**src/rtl/e10_mac_csr_init_arbiter.sv**
```systemverilog
// 10G MAC CSR port owner: replays a static {addr,data} init table into the MAC, then passes
// host Avalon-MM traffic through, with a waitrequest timeout on every access.
//
//   state | meaning
//   IDLE  | after reset; host blocked; waiting for auto-start or init_start
//   INIT  | table walk owns the MAC; host blocked
//   READY | host_* passed through to mac_csr_*
module e10_mac_csr_init_arbiter #(
    parameter int          NUM_ENTRIES = 8,
    parameter bit          AUTO_INIT   = 1'b1,
    parameter int          TIMEOUT     = 255,
    parameter logic [31:0] TO_RDATA    = 32'hDEAD_C0DE
) (
    input  logic                      csr_clk,
    input  logic                      csr_rst,
    input  logic [NUM_ENTRIES*43-1:0] cfg_table,
    input  logic                      init_start,
    output logic                      init_busy,
    output logic                      init_done,
    output logic                      init_error,
    output logic                      host_timeout,
    input  logic                      host_read,
    input  logic                      host_write,
    input  logic [9:0]                host_address,
    input  logic [31:0]               host_writedata,
    output logic [31:0]               host_readdata,
    output logic                      host_waitrequest,
    output logic                      mac_csr_read,
    output logic                      mac_csr_write,
    output logic [9:0]                mac_csr_address,
    output logic [31:0]               mac_csr_writedata,
    input  logic [31:0]               mac_csr_readdata,
    input  logic                      mac_csr_waitrequest
);

    localparam int IDX_W = (NUM_ENTRIES > 1) ? $clog2(NUM_ENTRIES) : 1;

    localparam logic [1:0] ST_IDLE  = 2'd0;
    localparam logic [1:0] ST_INIT  = 2'd1;
    localparam logic [1:0] ST_READY = 2'd2;

    logic [1:0]       state;
    logic [IDX_W-1:0] idx;
    logic [15:0]      to_cnt;
    logic             to_resp;
    logic             start_pend;

    logic [42:0] entry [NUM_ENTRIES];
    logic [42:0] cur_entry;

    for (genvar gi = 0; gi < NUM_ENTRIES; gi++) begin : g_entry
        assign entry[gi] = cfg_table[43*gi +: 43];
    end

    assign cur_entry = entry[idx];
    assign init_busy = (state == ST_INIT);

    // to_resp marks the single cycle that completes a timed-out host access locally
    always_comb begin
        mac_csr_read      = 1'b0;
        mac_csr_write     = 1'b0;
        mac_csr_address   = '0;
        mac_csr_writedata = '0;
        host_waitrequest  = 1'b1;
        host_readdata     = '0;
        case (state)
            ST_INIT: begin
                mac_csr_write     = cur_entry[42];
                mac_csr_address   = cur_entry[41:32];
                mac_csr_writedata = cur_entry[31:0];
            end
            ST_READY: begin
                if (to_resp) begin
                    host_waitrequest = 1'b0;
                    host_readdata    = TO_RDATA;
                end else begin
                    mac_csr_read      = host_read;
                    mac_csr_write     = host_write;
                    mac_csr_address   = host_address;
                    mac_csr_writedata = host_writedata;
                    host_readdata     = mac_csr_readdata;
                    host_waitrequest  = (host_read | host_write) ? mac_csr_waitrequest : 1'b1;
                end
            end
            default: ;
        endcase
    end

    logic mac_strobe;
    logic mac_stall;
    logic mac_done;
    logic to_hit;
    logic last_idx;
    logic init_adv;
    logic host_free;
    logic start_req;

    assign mac_strobe = mac_csr_read | mac_csr_write;
    assign mac_stall  = mac_strobe & mac_csr_waitrequest;
    assign mac_done   = mac_strobe & ~mac_csr_waitrequest;
    assign to_hit     = mac_stall & (to_cnt == 16'(TIMEOUT - 1));
    assign last_idx   = (idx == IDX_W'(NUM_ENTRIES - 1));
    assign init_adv   = cur_entry[42] ? mac_done : 1'b1;
    // a pending restart may only take the MAC once the host is between accesses
    assign host_free  = ~(host_read | host_write) | to_resp | mac_done;
    assign start_req  = init_start | start_pend;

    always_ff @(posedge csr_clk) begin
        if (csr_rst) begin
            state        <= ST_IDLE;
            idx          <= '0;
            to_cnt       <= '0;
            to_resp      <= 1'b0;
            start_pend   <= 1'b0;
            init_done    <= 1'b0;
            init_error   <= 1'b0;
            host_timeout <= 1'b0;
        end else begin
            to_resp <= 1'b0;
            if (mac_stall && !to_hit) to_cnt <= to_cnt + 16'd1;
            else                      to_cnt <= '0;

            case (state)
                ST_IDLE: begin
                    if (AUTO_INIT || init_start) begin
                        state      <= ST_INIT;
                        idx        <= '0;
                        init_done  <= 1'b0;
                        init_error <= 1'b0;
                        start_pend <= 1'b0;
                    end
                end
                ST_INIT: begin
                    if (to_hit) begin
                        state      <= ST_READY;
                        init_error <= 1'b1;
                    end else if (init_adv) begin
                        if (last_idx) begin
                            state     <= ST_READY;
                            init_done <= 1'b1;
                        end else begin
                            idx <= idx + 1'b1;
                        end
                    end
                end
                ST_READY: begin
                    if (to_hit) begin
                        to_resp      <= 1'b1;
                        host_timeout <= 1'b1;
                    end
                    if (start_req && host_free) begin
                        state      <= ST_INIT;
                        idx        <= '0;
                        init_done  <= 1'b0;
                        init_error <= 1'b0;
                        start_pend <= 1'b0;
                    end else if (init_start) begin
                        start_pend <= 1'b1;
                    end
                end
                default: state <= ST_IDLE;
            endcase
        end
    end

endmodule
```
**config.mk**
```make
export PLATFORM = sky130hd
export DESIGN_NAME = e10_mac_csr_init_arbiter
export DESIGN_NICKNAME = d
export VERILOG_FILES = /design/src/rtl/e10_mac_csr_init_arbiter.sv
export SDC_FILE = /design/constraint.sdc
export NUM_CORES = 1
export LEC_CHECK = 0
export BUFFER_PORTS_ARGS = -buffer_cell sky130_fd_sc_hd__buf_2
export CORE_AREA = 5 5 194 196
export DETAILED_ROUTE_END_ITERATION = 12
export DIE_AREA = 0 0 199 201
export GPL_TIMING_DRIVEN = 0
export PLACE_DENSITY_LB_ADDON = 0.2
export REMOVE_ABC_BUFFERS = 1
export SLEW_MARGIN = 25
export SYNTH_ARGS = -nofsm -noshare
export SYNTH_HDL_FRONTEND = slang
export SYNTH_SLANG_ARGS = --single-unit
```
**constraint.sdc**
```tcl
create_clock -name csr_clk -period 5.5 [get_ports csr_clk]
set_input_delay 0.275 -clock csr_clk [delete_from_list [all_inputs] [get_ports csr_clk]]
set_output_delay 0.275 -clock csr_clk [all_outputs]
set_load 0.05 [all_outputs]
```
### After elaboration in Yosys (flattened, before gate mapping)

Index checks and enable logic that the tools add are counted.
W data, S select, Z words.

| operators by class | value |
|---|---|
| add/sub/neg operators | 2 |
| $mul | 0 |
| div/mod/pow operators | 0 |
| $lt $le $gt $ge | 1 |
| equality and inequality tests | 13 |
| shift-type cells | 0 |
| muxes and demuxes | 38 |
| bitwise operators | 13 |
| reduce and logical (&&, ||, !) cells | 14 |

Operators with widths:

| operator | number |
|---|---|
| $bmux W43 S3 | 1 |
| $mux W32 | 3 |
| $mux W43 | 2 |
| $pmux W32 S2 | 1 |
| $pmux W10 S2 | 1 |
| $add A16 B1 Y16 const B | 1 |
| $eq A16 B8 Y1 const B | 1 |
| $mux W1 | 15 |
| $mux W3 | 4 |
| $mux W10 | 1 |
| $reduce_and A5 Y1 | 2 |
| $pmux W3 S3 | 1 |
| $mux W2 | 4 |
| $ne A2 B1 Y1 const B | 3 |
| $ne A2 B2 Y1 const B | 3 |
| $ne A3 B1 Y1 const B | 2 |
| $pmux W1 S3 | 2 |
| $pmux W2 S3 | 1 |
| $reduce_and A3 Y1 | 2 |
| $or A1 B1 Y1 | 5 |
| $ge A4 B4 Y1 const B | 1 |
| $not A1 Y1 | 4 |
| $not A3 Y4 | 1 |
| $pmux W1 S2 | 2 |
| 13 further kinds | 18 |

| word-level totals | value |
|---|---|
| register bits | 26 |
| bits in latches | 0 |
| RAM bits | 0 |
| memory bits (read-only) | 0 |
| input bits | 424 |
| output and inout port bits | 81 |
| logic and storage cells | 89 |
| memories kept | 0 |

### Depth between registers and ports, before layout

| depth | value |
|---|---|
| word-level depth | 12 |
| gate-level depth with buffers | 9 |
| depth with buffers taken out | 8 |

### Worst setup path before layout

OpenSTA, ideal clock, no wires.

| timing | value |
|---|---|
| path kind | register -> output |
| start point | register state[0] |
| end point | output port mac_csr_address[1] |
| data arrival time | 2328 ps |
| data required time | 5225 ps |
| path slack | 2897 ps |
| stages on the path, launching flop included | 8 |
| path buffers | 2 |
| path through | dfxtp_1 -> inv_1 -> ha_1 -> nor2b_1 -> clkbuf_1 -> clkbuf_1 -> a22oi_1 -> nor2b_1 |

| between the ends | value |
|---|---|
| cells in the longest elaborated chain, start to end | 2 |
| elaborated cells on any way between the ends | 3 |
| classes of those cells | eq/ne (2); mux (1) |

RTL lines:

| what | RTL line | RTL |
|---|---|---|
| start, declared | 42 | `logic [1:0] state;` |
| start signal, assigned | 110 | `state <= ST_IDLE;` |
| start signal, assigned | 126 | `state <= ST_INIT;` |
| start signal, assigned | 135 | `state <= ST_READY;` |
| $eq A2 B2 Y1 or $eq A2 B1 Y1 (tied branches) | 66 | `case (state)` |
| $pmux W10 S2 * | 66 |  |
| end, declared | 30 | `output logic [9:0] mac_csr_address,` |

Every way passes the cells marked *; elsewhere a longest branch is shown, timed or not.

### Final worst setup path

| timing | value |
|---|---|
| start point | register state[0] |
| end point | output port mac_csr_writedata[7] |

| between the ends | value |
|---|---|
| cells in the longest elaborated chain, start to end | 2 |
| elaborated cells on any way between the ends | 3 |
| classes of those cells | eq/ne (2); mux (1) |

RTL lines:

| what | RTL line | RTL |
|---|---|---|
| $eq A2 B2 Y1 or $eq A2 B1 Y1 (tied branches) | 66 |  |
| $pmux W32 S2 * | 66 |  |
| end, declared | 31 | `output logic [31:0] mac_csr_writedata,` |

Marked as above.

==> impl_table.tex <==
\begin{tabular}{lr}
\hline
Metric & Value \\
\hline
\multicolumn{2}{l}{\textbf{Synthesis}} \\
Largest area contributor in the synthesized netlist & sky130\_fd\_sc\_hd\_\_mux4\_2 \\
Top\_reg\_cell synth & sky130\_fd\_sc\_hd\_\_dfxtp\_1 \\
Seq/Total Area, Yosys & 0.110 \\
YS warnings & 0 \\
Number of standard cells after synthesis & roughly 450 \\
Top cell type's share of synthesized area & 0.404 \\
Synth top area cells & sky130\_fd\_sc\_hd\_\_mux4\_2, sky130\_fd\_sc\_hd\_\_dfxtp\_1, sky130\_fd\_sc\_hd\_\_mux2\_2 \\
Async set-reset flop share out of synthesis & 0 \\
Number of distinct standard cells referenced by the synthesized netlist & 38 \\
Average cell area after synthesis & 10.6 µm² \\
Synthesis-stage register bit count & 26 \\
Mapped cell area & approximately 4700 µm² \\
Count of flip-flops with a built-in enable after synthesis & 0 \\
\multicolumn{2}{l}{\textbf{Layout}} \\
Register area & 532 µm² \\
Area of the multi-input gates & 4020 µm² \\
N\_diodes & 0 \\
Fraction of layout instances using a drive strength above 1 & 0.713 \\
Post-synthesis to final-layout area growth & 68.2\% \\
Post-route core utilization & 0.222 \\
FILL cells & around 4.0k \\
Number of nets at the end of the flow & 1351 \\
\multicolumn{2}{l}{\textbf{Floorplanning}} \\
Chip Width & a little under 200 µm \\
Die Ht & around 200 µm \\
Floorplan die area & 40000 µm² \\
Standard-cell rows & 70 \\
Core area & 35900 µm² \\
Starting utilization of the core area & 0.132 \\
Boundary Pins & 505 \\
\multicolumn{2}{l}{\textbf{Timing}} \\
Share of the cycle needed by the critical path after routing & 0.591 \\
Final Setup Violations & 0 \\
Max-slew violation total from the final report & 0 \\
Slew margin rel. & 0.437 \\
Number of failing hold endpoints at the final stage & 0 \\
Transition at the pin with the smallest max-transition slack & 0.845 ns \\
Final Critical Period & 3.25 ns \\
Highest clock rate & $\sim$310 MHz \\
Sum Neg Setup Slack & 0 ns \\
Unrepaired setup endpoints after global routing & no \\
Worst Skew & 0.00557 ns \\
\multicolumn{2}{l}{\textbf{Pwr}} \\
PD cells & between 200 and 300 nW/µm² \\
Tot Pwr & approximately 2.2 mW \\
Largest voltage drop on the vdd net & approximately 0.21 mV \\
Leakage component of the power & roughly 3.5 nW \\
\multicolumn{2}{l}{\textbf{Run status}} \\
Outcome & completed \\
\multicolumn{2}{l}{\textbf{CTS}} \\
Number of buffers added by the clock tree synthesis step & 3 \\
TritonCTS clock tree & built \\
Clock insertion delay at the later pin of the skew report & around 0.26 ns \\
Buffers inserted by post-CTS timing repair & 0 \\
Post-CTS Hold Buffers & 0 \\
Clock slew seen by the registers of the worst setup and hold paths & 0.06 ns \\
Post-cts gate resize count & 0 \\
Sink count of the clock tree & 26 \\
Clk root buf & sky130\_fd\_sc\_hd\_\_clkbuf\_16 \\
Clk buf depth & 2 \\
H-tree levels & 1 \\
\multicolumn{2}{l}{\textbf{Global routing}} \\
Largest net degree at the start of global routing & 49 \\
Global-route wire length before repair & 39800 µm \\
Antenna violations before repair & 7 \\
Via count of the first global-routing pass & between 6k and 7k \\
Total gr overflow & 0 \\
GRT Total Usage & 0.129 \\
\multicolumn{2}{l}{\textbf{Drt}} \\
Count of TritonRoute iterations in the first routing pass & 4 \\
Number of routed nets with antenna violations & 0 \\
Detailed Route Iter0 Violations & about 200 \\
Average vias per placed instance & between 4 and 5 \\
Wire length per cell & $\sim$20 µm \\
DRC & 0 \\
Total number of vias & 5859 \\
Detailed-route wire length & roughly 28000 µm \\
\multicolumn{2}{l}{\textbf{Place}} \\
Final RePlAce weighted congestion & roughly 0.83 \\
Number of port buffers & 504 \\
HPWL reported at the end of detailed placement & approximately 24000 µm \\
\multicolumn{2}{l}{\textbf{Setup path}} \\
Arrival time worst endpoint & just under 3 ns \\
Reg-to-Reg Start & state[0] \\
Worst setup path startpoint & state[0] \\
CP Data Required Time & approximately 5.2 ns \\
Worst Path Class, Setup & flip-flop to output pin \\
Flop-to-flop setup slack & 2.35 ns \\
Kind of launch point of the worst setup path & flip-flop \\
Setup crit end & mac\_csr\_writedata[7] \\
CP max FO & 30 \\
Worst R2R Path Depth & 8 \\
R2r endpoint & idx[1] \\
Setup crit end kind & output pin \\
\multicolumn{2}{l}{\textbf{Worst hold path}} \\
Path class of the lowest-slack min-delay path & primary input to flip-flop \\
\multicolumn{2}{l}{\textbf{Job}} \\
Number of maximum-capacitance violations & 0 \\
\hline
\end{tabular}
==> worst max-delay path, stage by stage (launching register included) <==
cell and delay (ns):
sky130_fd_sc_hd__dfxtp_1 0.38, sky130_fd_sc_hd__inv_1 0.13, sky130_fd_sc_hd__ha_1 0.72, sky130_fd_sc_hd__nor2b_4 0.55
sky130_fd_sc_hd__buf_12 0.24, sky130_fd_sc_hd__a22oi_1 0.20, sky130_fd_sc_hd__nor2b_1 0.17, sky130_fd_sc_hd__buf_2 0.28
==> routing by layer <==
metal | track usage | share of wire | vias to the layer above
li1 | - | - | 2716
met1 | 0.157 | 0.40 | 2863
met2 | 0.242 | 0.52 | 250
met3 | 0.0272 | 0.078 | 22
met4 | 0.00806 | 0.0073 | 8
met5 | 0 | 0.0017 | -
==> worst min-delay path by stage <==
| stage | start | endpoint | slack (ns) | cells after the start |
|---|---|---|---|---|
| after detailed placement | host_timeout | host_timeout | 0.45 | 2 |
| after global placement | host_timeout | host_timeout | 0.46 | 2 |
| final | init_start | start_pend | 0.27 | 3 |
| after CTS | init_start | start_pend | 0.26 | 3 |
| after floorplan | csr_rst | start_pend | 0.34 | 1 |
| after global routing | init_start | start_pend | 0.27 | 3 |
==> cell type report <==
cell class	count	area share
clock buffers	4	0.0111
repair buffers	513	0.342
flip-flops and latches	26	0.0667
well taps	468	0.0734
multi-input cells	365	0.503
inverters	8	0.00376
==> placed cells by master (no fill, tap or decap), drive strengths merged, types with 2 or more instances in the layout <==
master,instances
buf,513
mux4,85
nor2b,46
a22oi,43
mux2,42
nor2,27
dfxtp,26
o21a,21
and2,15
xor2,11
nand3,10
ha,10
inv,8
a21oi,7
and3,7
nor3,6
o21ai,5
nand2,5
nor4,4
clkbuf,4
xnor2,3
mux2i,2
a31oi,2
a32o,2
nand4,2
==> stage by stage <==
step	instances	hold slack (ns)	area [µm²]	setup WS [ns]
global route	1384	0.271	7980	2.01
finish	1384	0.269	7980	2.25
floorplan	399	0.344	4540	-0.0503
global placement	1371	0.456	7650	-1.83
CTS	1384	0.264	7980	2.20
detailed placement	1380	0.454	7890	2.38
==> logic make-up after synthesis <==
| group | count (synthesis) | synth area share |
|---|---|---|
| xor gates and xnor gates | 14 | 0.0259 |
| adders and majority gates | 10 | 0.0264 |
| muxes | 129 | 0.508 |
| AOI/OAI and AO/OA | 86 | 0.134 |
| and+or+nand+nor | 126 | 0.148 |
| buffers and inverters | 56 | 0.0483 |
| DFF | 26 | 0.110 |
==> power breakdown <==
part | internal [mW] | switching (mW) | total, mW
clock network | 0.111 | 0.0677 | 0.179
registers | 0.199 | 0.0323 | 0.231
logic | 0.787 | 1.03 | 1.82
==> sequential cells by signal, summed over array words and instances (netlist names) <==
signal        flops
host_timeout      1
idx               3
state             2
start_pend        1
init_error        1
to_resp           1
to_cnt           16
init_done         1
==> Yosys cell counts, drive strengths merged, types with 2 or more instances <==
cell	number
mux2i	2
nor4	4
o21a	21
nor2b	46
buf	12
nor2	27
and2	15
clkbuf	36
a21oi	7
inv	8
nand3	10
xnor2	3
xor2	11
nand4	2
and3	7
a31oi	2
mux2	42
o21ai	5
ha	10
nor3	6
dfxtp	26
a22oi	43
a32o	2
nand2	5
mux4	85
No activity file was read; power rests on OpenSTA's default activity.
